<file path="src/rtl/mem_arb_pkg.sv">
// Shared definitions for the memory-port arbiter family.
//   arb_state_e  - downstream transaction FSM states
//   ARB_FIXED    - lowest pending index wins
//   ARB_RR       - round-robin starting at the rotating pointer
//   grant_width  - width of a port index, never less than 1 bit
package mem_arb_pkg;

    typedef enum logic [1:0] {
        IDLE,
        ISSUE,
        WAIT_RD
    } arb_state_e;

    localparam int unsigned ARB_FIXED = 0;
    localparam int unsigned ARB_RR    = 1;

    function automatic int unsigned grant_width(input int unsigned n);
        return (n <= 1) ? 1 : $clog2(n);
    endfunction

endpackage

</file>
<file path="src/rtl/rr_picker.sv">
// Combinational winner selection over a pending vector.
//   pending     - request bits, one per port
//   ptr         - round-robin start index (ignored in fixed mode)
//   rr_mode     - 1 = round-robin, 0 = fixed priority (lowest index)
//   winner      - selected index, 0 when nothing is pending
//   any_pending - at least one request bit is set
module rr_picker #(
    parameter int unsigned NUM_PORTS = 2,
    parameter int unsigned IDX_W     = 1
) (
    input  logic [NUM_PORTS-1:0] pending,
    input  logic [IDX_W-1:0]     ptr,
    input  logic                 rr_mode,
    output logic [IDX_W-1:0]     winner,
    output logic                 any_pending
);

    logic [IDX_W-1:0] lowest_any;
    logic [IDX_W-1:0] lowest_hi;
    logic             found_hi;

    // Scanning downwards leaves the lowest matching index as the last assignment.
    // lowest_hi is the first request at or after ptr; if none, wrap to lowest_any.
    always_comb begin
        lowest_any = '0;
        lowest_hi  = '0;
        found_hi   = 1'b0;
        for (int i = NUM_PORTS - 1; i >= 0; i--) begin
            if (pending[i]) begin
                lowest_any = IDX_W'(i);
                if (i >= int'(ptr)) begin
                    lowest_hi = IDX_W'(i);
                    found_hi  = 1'b1;
                end
            end
        end
    end

    assign winner      = (rr_mode && found_hi) ? lowest_hi : lowest_any;
    assign any_pending = |pending;

endmodule

</file>
<file path="src/rtl/mem_port_arbiter.sv">
// N-port arbiter merging core-side requesters onto one downstream memory port.
// Each port owns a one-deep command slot; one downstream transaction at a time.
//   clk, rst_n            - clock, asynchronous active-low reset
//   p_cmd_*/p_addr/...    - per-port command inputs (packed), ready = slot free
//   p_rdata/p_rdata_valid - shared read data, one-hot one-cycle qualifier
//   mem_*                 - downstream command/response handshake
//   grant_id              - index of the current or last granted port
//   busy                  - FSM is not IDLE
module mem_port_arbiter
    import mem_arb_pkg::*;
#(
    parameter int unsigned NUM_PORTS  = 2,
    parameter int unsigned ADDR_WIDTH = 32,
    parameter int unsigned DATA_WIDTH = 32,
    parameter int unsigned ARB_MODE   = 1
) (
    input  logic                              clk,
    input  logic                              rst_n,
    input  logic [NUM_PORTS-1:0]              p_cmd_start,
    input  logic [NUM_PORTS-1:0]              p_cmd_write,
    output logic [NUM_PORTS-1:0]              p_cmd_ready,
    input  logic [NUM_PORTS*ADDR_WIDTH-1:0]   p_addr,
    input  logic [NUM_PORTS*DATA_WIDTH-1:0]   p_wdata,
    input  logic [NUM_PORTS*DATA_WIDTH-1:0]   p_wmask,
    output logic [DATA_WIDTH-1:0]             p_rdata,
    output logic [NUM_PORTS-1:0]              p_rdata_valid,
    output logic                              mem_cmd_start,
    output logic                              mem_cmd_write,
    input  logic                              mem_cmd_ready,
    output logic [ADDR_WIDTH-1:0]             mem_addr,
    output logic [DATA_WIDTH-1:0]             mem_wdata,
    output logic [DATA_WIDTH-1:0]             mem_wmask,
    input  logic [DATA_WIDTH-1:0]             mem_rdata,
    input  logic                              mem_rdata_valid,
    output logic [grant_width(NUM_PORTS)-1:0] grant_id,
    output logic                              busy
);

    localparam int unsigned   GW       = grant_width(NUM_PORTS);
    localparam logic [GW-1:0] LAST_IDX = GW'(NUM_PORTS - 1);

    arb_state_e state_q, state_d;

    logic [NUM_PORTS-1:0]  pending_q, pending_d, capture;
    logic [NUM_PORTS-1:0]  slot_write_q;
    logic [ADDR_WIDTH-1:0] slot_addr_q  [NUM_PORTS];
    logic [DATA_WIDTH-1:0] slot_wdata_q [NUM_PORTS];
    logic [DATA_WIDTH-1:0] slot_wmask_q [NUM_PORTS];

    logic [GW-1:0] grant_q, grant_d, rr_ptr_q, rr_ptr_d, winner;
    logic          any_pending;

    logic                  mem_write_q, mem_write_d;
    logic [ADDR_WIDTH-1:0] mem_addr_q, mem_addr_d;
    logic [DATA_WIDTH-1:0] mem_wdata_q, mem_wdata_d;
    logic [DATA_WIDTH-1:0] mem_wmask_q, mem_wmask_d;
    logic [DATA_WIDTH-1:0] rdata_q, rdata_d;
    logic [NUM_PORTS-1:0]  rdata_valid_q, rdata_valid_d;

    rr_picker #(
        .NUM_PORTS (NUM_PORTS),
        .IDX_W     (GW)
    ) u_picker (
        .pending     (pending_q),
        .ptr         (rr_ptr_q),
        .rr_mode     (ARB_MODE == ARB_RR),
        .winner      (winner),
        .any_pending (any_pending)
    );

    assign capture = p_cmd_start & ~pending_q;

    always_comb begin
        state_d       = state_q;
        pending_d     = pending_q | capture;
        grant_d       = grant_q;
        rr_ptr_d      = rr_ptr_q;
        mem_write_d   = mem_write_q;
        mem_addr_d    = mem_addr_q;
        mem_wdata_d   = mem_wdata_q;
        mem_wmask_d   = mem_wmask_q;
        rdata_d       = rdata_q;
        rdata_valid_d = '0;
        mem_cmd_start = 1'b0;

        unique case (state_q)
            IDLE: begin
                // Picks from slots captured on earlier edges only.
                if (any_pending) begin
                    grant_d     = winner;
                    mem_write_d = slot_write_q[winner];
                    mem_addr_d  = slot_addr_q[winner];
                    mem_wdata_d = slot_wdata_q[winner];
                    mem_wmask_d = slot_wmask_q[winner];
                    state_d     = ISSUE;
                end
            end
            ISSUE: begin
                mem_cmd_start = mem_cmd_ready;
                if (mem_cmd_ready) begin
                    rr_ptr_d = (grant_q == LAST_IDX) ? '0 : grant_q + 1'b1;
                    if (mem_write_q) begin
                        pending_d[grant_q] = 1'b0;
                        state_d            = IDLE;
                    end else begin
                        state_d = WAIT_RD;
                    end
                end
            end
            WAIT_RD: begin
                if (mem_rdata_valid) begin
                    rdata_d                = mem_rdata;
                    rdata_valid_d[grant_q] = 1'b1;
                    pending_d[grant_q]     = 1'b0;
                    state_d                = IDLE;
                end
            end
            default: state_d = IDLE;
        endcase
    end

    always_ff @(posedge clk or negedge rst_n) begin
        if (!rst_n) begin
            state_q       <= IDLE;
            pending_q     <= '0;
            grant_q       <= '0;
            rr_ptr_q      <= '0;
            mem_write_q   <= 1'b0;
            mem_addr_q    <= '0;
            mem_wdata_q   <= '0;
            mem_wmask_q   <= '0;
            rdata_q       <= '0;
            rdata_valid_q <= '0;
        end else begin
            state_q       <= state_d;
            pending_q     <= pending_d;
            grant_q       <= grant_d;
            rr_ptr_q      <= rr_ptr_d;
            mem_write_q   <= mem_write_d;
            mem_addr_q    <= mem_addr_d;
            mem_wdata_q   <= mem_wdata_d;
            mem_wmask_q   <= mem_wmask_d;
            rdata_q       <= rdata_d;
            rdata_valid_q <= rdata_valid_d;
        end
    end

    always_ff @(posedge clk or negedge rst_n) begin
        if (!rst_n) begin
            slot_write_q <= '0;
            for (int i = 0; i < NUM_PORTS; i++) begin
                slot_addr_q[i]  <= '0;
                slot_wdata_q[i] <= '0;
                slot_wmask_q[i] <= '0;
            end
        end else begin
            for (int i = 0; i < NUM_PORTS; i++) begin
                if (capture[i]) begin
                    slot_write_q[i] <= p_cmd_write[i];
                    slot_addr_q[i]  <= p_addr[i*ADDR_WIDTH +: ADDR_WIDTH];
                    slot_wdata_q[i] <= p_wdata[i*DATA_WIDTH +: DATA_WIDTH];
                    slot_wmask_q[i] <= p_wmask[i*DATA_WIDTH +: DATA_WIDTH];
                end
            end
        end
    end

    assign p_cmd_ready   = ~pending_q;
    assign p_rdata       = rdata_q;
    assign p_rdata_valid = rdata_valid_q;
    assign mem_cmd_write = mem_write_q;
    assign mem_addr      = mem_addr_q;
    assign mem_wdata     = mem_wdata_q;
    assign mem_wmask     = mem_wmask_q;
    assign grant_id      = grant_q;
    assign busy          = (state_q != IDLE);

endmodule

</file>
<file path="config.mk">
export PLATFORM = sky130hd
export DESIGN_NAME = mem_port_arbiter
export DESIGN_NICKNAME = d
export VERILOG_FILES = /design/src/rtl/mem_arb_pkg.sv /design/src/rtl/rr_picker.sv /design/src/rtl/mem_port_arbiter.sv
export SDC_FILE = /design/constraint.sdc
export NUM_CORES = 1
export LEC_CHECK = 0
export ABC_AREA = 1
export BUFFER_PORTS_ARGS = -buffer_cell sky130_fd_sc_hd__buf_2
export CAP_MARGIN = 40
export CELL_PAD_IN_SITES_DETAIL_PLACEMENT = 1
export CELL_PAD_IN_SITES_GLOBAL_PLACEMENT = 1
export CORE_UTILIZATION = 40
export DETAILED_ROUTE_END_ITERATION = 8
export GPL_TIMING_DRIVEN = 0
export PLACE_DENSITY_LB_ADDON = 0.2
export SYNTH_ARGS = -nofsm -noshare
export SYNTH_HDL_FRONTEND = slang
export SYNTH_HIERARCHICAL = 1
export SYNTH_SLANG_ARGS = --single-unit
</file>
<file path="constraint.sdc">
create_clock -name clk -period 4.4 [get_ports clk]
set_clock_uncertainty 0.05 [all_clocks]
set_input_delay 0.66 -clock clk [delete_from_list [all_inputs] [get_ports clk]]
set_output_delay 0.66 -clock clk [all_outputs]
set_load 0.05 [all_outputs]
</file>
After elaboration in Yosys (flattened, before gate mapping)
Cells that the tools add are included.
{"block": "totals", "reg_bits": 331, "in_bits": 232, "word_cells": 76}
{"block": "op_classes", "n_addsub": 1, "magnitude_cmp": 5, "n_eq_ne": 5, "n_mux": 33, "bitwise_logic": 6, "n_reduce_logical": 8}
{"op": "$mux 32", "n": 9}
{"op": "$mux 2", "n": 9}
{"op": "$mux 1", "n": 12}
{"op": "$ne 2x2->1 const B", "n": 3}
{"op": "$pmux 2 s3", "n": 1}
{"op": "$reduce_and 2->1", "n": 3}
{"op": "$and 2x2->2", "n": 2}
{"op": "$lt 1x2->1 const B", "n": 2}
{"op": "$not 2->2", "n": 2}
{"op": "$pmux 2 s2", "n": 1}
{"op": "$reduce_and 3->1", "n": 1}
{"op": "$eq 2x1->1 const B", "n": 1}
{"op": "$eq 2x2->1 const B", "n": 1}
{"op": "$ge 2x2->1 const B", "n": 1}
{"op": "$logic_not 2->1", "n": 1}
{"op": "$not 1->2", "n": 1}
{"op": "$or 2x2->2", "n": 1}
{"op": "$reduce_bool 2->1", "n": 1}
{"op": "$reduce_or 2->1", "n": 1}
{"op": "$add 1x1->1 const B", "n": 1}
{"op": "$demux 1 s1", "n": 1}
{"op": "$ge 1x1->1 const A", "n": 1}
{"op": "$ge 1x1->1 const B", "n": 1}
{"op": "$logic_and 1x1->1", "n": 1}

Longest topological paths before layout
{"block": "logic_depth", "word_depth": 9, "depth_mapped": 8}

Hierarchy
The synthesis kept the hierarchy.
{"mod": "mem_port_arbiter", "n_inst": 1, "cells_each": 1564, "area_per_inst_um2": 13778.2, "seq_area_each_um2": 8282.9}
{"mod": "rr_picker", "n_inst": 1, "cells_each": 4, "area_per_inst_um2": 18.8, "seq_area_each_um2": 0.0}

Worst setup path before layout
OpenSTA, ideal clock, no wires.
{"block": "synth_timing", "path_type": "register -> output", "from": "register pending_q[1]", "to": "output p_cmd_ready[1]", "arrival_ns": 1.127, "path_slack_ns": 2.563, "stages_incl_launch_ff": 3, "path_cell_list": "dfrtp_1 -> inv_2 -> clkbuf_1"}
{"block": "synth_via", "elab_chain_len": 1}
{"item": "start: declaration", "line": "mem_port_arbiter.sv:44", "rtl": "logic [NUM_PORTS-1:0] pending_q, pending_d, capture;"}
{"item": "start signal: assignment", "line": "mem_port_arbiter.sv:136", "rtl": "pending_q <= pending_d;"}
{"item": "$not 2->2", "line": "mem_port_arbiter.sv:168", "rtl": "assign p_cmd_ready = ~pending_q;"}
{"item": "end: declaration", "line": "mem_port_arbiter.sv:21", "rtl": "output logic [NUM_PORTS-1:0] p_cmd_ready,"}
No other way between the ends.

Worst setup path after layout
Ends and elaborated chain as after synthesis.

==> metrics.yaml <==
place:
  io_buffer_count: 364
  finalWeightedCongestion: 0.848
  detailed_place_hpwl_um: 32600
yosys:
  synth_top_cell_by_area: "dfrtp_1"
  synth.area.mux_share: 0
  syn_area_sq_um: 13800
  synth_top_area_share: 0.600
  synth_warnings: 6
  synth_top_cells_by_count: "565 x nand2_1, 331 x dfrtp_1, 228 x nand3_1"
  synth_top_flop_cell: "dfrtp_1"
  synth_edf_count: 0
  yosysUniqueCellTypes: 21
  synth_seq_cells: 331
  yosys.area_share.adder: 0.00363
  synth-simple-area-share: 0.266
  avgSynthCellArea_sq_um: 8.80
  synth.most_common_cell: "nand2_1"
  yosys-top-cells-area: "dfrtp_1 60%, nand2_1 15%, nand3_1 8.3%"
  syn_nets: 1804
  postSynth.asyncResetShare: 1.00
  synth_top_family_by_area: "simple AND/OR/NAND/NOR gates"
  synth_seq_area_share: 0.600
  yosys.area_share.xor_xnor: 0
  synth_compound_area_frac: 0.0832
  netlist_instances: 1568
pwr:
  p_leak_nw: 9.09
  seq_power_share: 0.339
  internal_power_mw: 8.33
  clockPowerShare: 0.189
  ir_worst_vdd_v: 0.000383
  total_power_mw: 16.1
  p_per_area_nw_per_um2: 919
  p_comb_frac: 0.472
  power_switching_mw: 7.73
  p_sw_frac: 0.481
detailed_routing:
  routed_wl_um: 45900
  drc: 0
  vias: 12500
  drt-initial-drc-count: 637
  vias_per_cell: 5.08
  dr.pass1.iters: 5
  wire_per_inst_um: 18.6
  ant_nets: 0
global_route:
  grt-ovfl-total: 0
  antenna_found_initial: 17
  grt_pass1_wl_um: 72900
  grt_usage: 0.265
  grt_pass1_vias: 13200
  grt_max_degree: 120
setup_path:
  critPathMaxStageDelay_ns: 0.41
  r2r-start: "state_q[1]"
  crit_chain: "inv_2, clkbuf_1, buf_2"
  crit_family: "buffers and inverters"
  cp.depth: 3
  path_max_fanout: 10
  worst-path-buf-inv: 3
  critPathSlowestCell: "dfrtp_1"
  crit_required_ns: 3.69
  r2r_setup_slack_ns: 2.41
  r2r_cells: 8
  r2r-end: "mem_wdata[10]"
  worstSetupStartpointType: "register"
  worst_setup_path_end_kind: "output pin"
  crit_arrival_ns: 1.97
  path_class: "reg2out"
sta:
  tightestPinTransition_ns: 0.823
  period_needed_ns: 2.68
  setup_viol: 0
  rsz0062_at_grt: "false"
  final.period_utilization: 0.609
  slew_headroom: 0.451
  hold_violations: 0
  drv_slew: 0
  setup_tns_ns: 0
  fmax_mhz: 373
clock_network:
  postCtsHoldBufs: 0
  cts-buffers-inserted: 39
  cts_setup_buffers: 0
  htree_levels: 2
  cts_tree: "built"
  cts-root-buf: "clkbuf_16"
  clk_path_buf_depth: 3
  clock_latency_ns: 0.52
  ctsResizeCount: 0
  path_clk_slew_ns: 0.06
  cts_sinks: 331
floorplanning:
  core_sq_um: 33700
  io_pins: 368
  row_count: 67
  dieArea_sq_um: 35200
  die_y_um: 188
  initial_utilization: 0.409
  die_w_um: 188
cells_and_area:
  drive_above_1_share: 0.261
  syn_to_final_growth_pct: 26.6
  nets: 2211
job:
  maxCapViolCount: 0
status:
  outcome: "complete, no violations"
min_path:
  hp-class: "in2async"
through the flow:
step	setup slack [ns]	cell area (sq um)	utilization	hold slack, ns	cells
after floorplan	2.56	13800	-	0.314	1568
after global placement	-3.95	16200	0.480	0.400	2380
after detailed placement	2.23	16200	0.482	0.404	2382
after CTS	1.68	17400	0.517	0.167	2448
after global routing	1.58	17500	0.518	0.188	2457
final	1.72	17500	0.518	0.121	2461
worst register-to-register path: stages, from the launching register on:
cell and delay, ns:
dfrtp_1 0.40, inv_1 0.12, ha_1 0.22, nand2_2 0.27
inv_4 0.27, buf_6 0.19, buf_4 0.22, nor2_1 0.08
a21oi_2 0.11
area by class of cell:
cell class,instances,area (sq um)
diodes,13,32.5
plain buffers,114,574
clock buffers,55,1100
clock inverters,11,97.6
fillers,4136,16200
inverters,16,65.1
multi-input cells,1107,4870
flip-flops and latches,331,8280
well taps,448,561
repair buffers,366,1890
power by group through the flow:
stage	logic (mW)	clock network, mW	registers (mW)
5_1_grt	8.28	3.23	5.62
4_1_cts	7.68	3.10	5.44
2_1_floorplan	3.34	0	7.37
6_report	7.58	3.03	5.44
3_3_place_gp	7.39	0	5.40
3_5_place_dp	7.63	0	5.46
worst max path at each step:
| stage | from | to | slack, ns |
|---|---|---|---|
| final | pending_q[1] | p_cmd_ready[1] | 1.72 |
| after global routing | pending_q[1] | p_cmd_ready[1] | 1.58 |
| after detailed placement | pending_q[1] | p_cmd_ready[1] | 2.23 |
| after floorplan | pending_q[1] | p_cmd_ready[1] | 2.56 |
| after CTS | pending_q[1] | p_cmd_ready[1] | 1.68 |
| after global placement | rst_n | slot_wdata_q[7] | -3.95 |
cell usage in the layout, fill, tap and decap left out, types with 2 or more instances in the layout:
cell type / count
nand2_1: 565
buf_2: 399
dfrtp_1: 331
nand3_1: 228
a21oi_1: 160
nor2_1: 103
clkbuf_1: 61
clkbuf_16: 39
a21oi_2: 36
buf_4: 15
diode_2: 13
inv_1: 12
buf_6: 6
buf_1: 6
clkbuf_8: 6
o21ai_0: 4
ha_1: 4
clkinvlp_4: 4
clkinv_2: 4
nand2_2: 3
inv_2: 2
inv_4: 2
buf_16: 2
state kept, by name (all words and copies together), names as in the netlist, 2 cells and up:
name and count:
p_rdata 32, p_rdata_valid 2, mem_wmask 32, pending_q 2, state_q 2, slot_write_q 2
mem_addr 32, slot_wdata_q 64, slot_wmask_q 64, slot_addr_q 64, mem_wdata 32
metal layers:
metal,vias to the layer above,global-route usage,routed length [um]
met4,12,0.0926,1350
met1,6136,0.353,19800
li1,5909,-,-
met5,-,0,72
met2,354,0.433,22100
met3,84,0.0492,2570
logic make-up after synthesis:
| kind of cell | count (synthesis) |
|---|---|
| buf+inv | 130 |
| fa+ha+maj | 4 |
| other cells | 1 |
| simple gates | 900 |
| compound gates | 202 |
| flops | 331 |
Power figures use the tool's default switching activity.
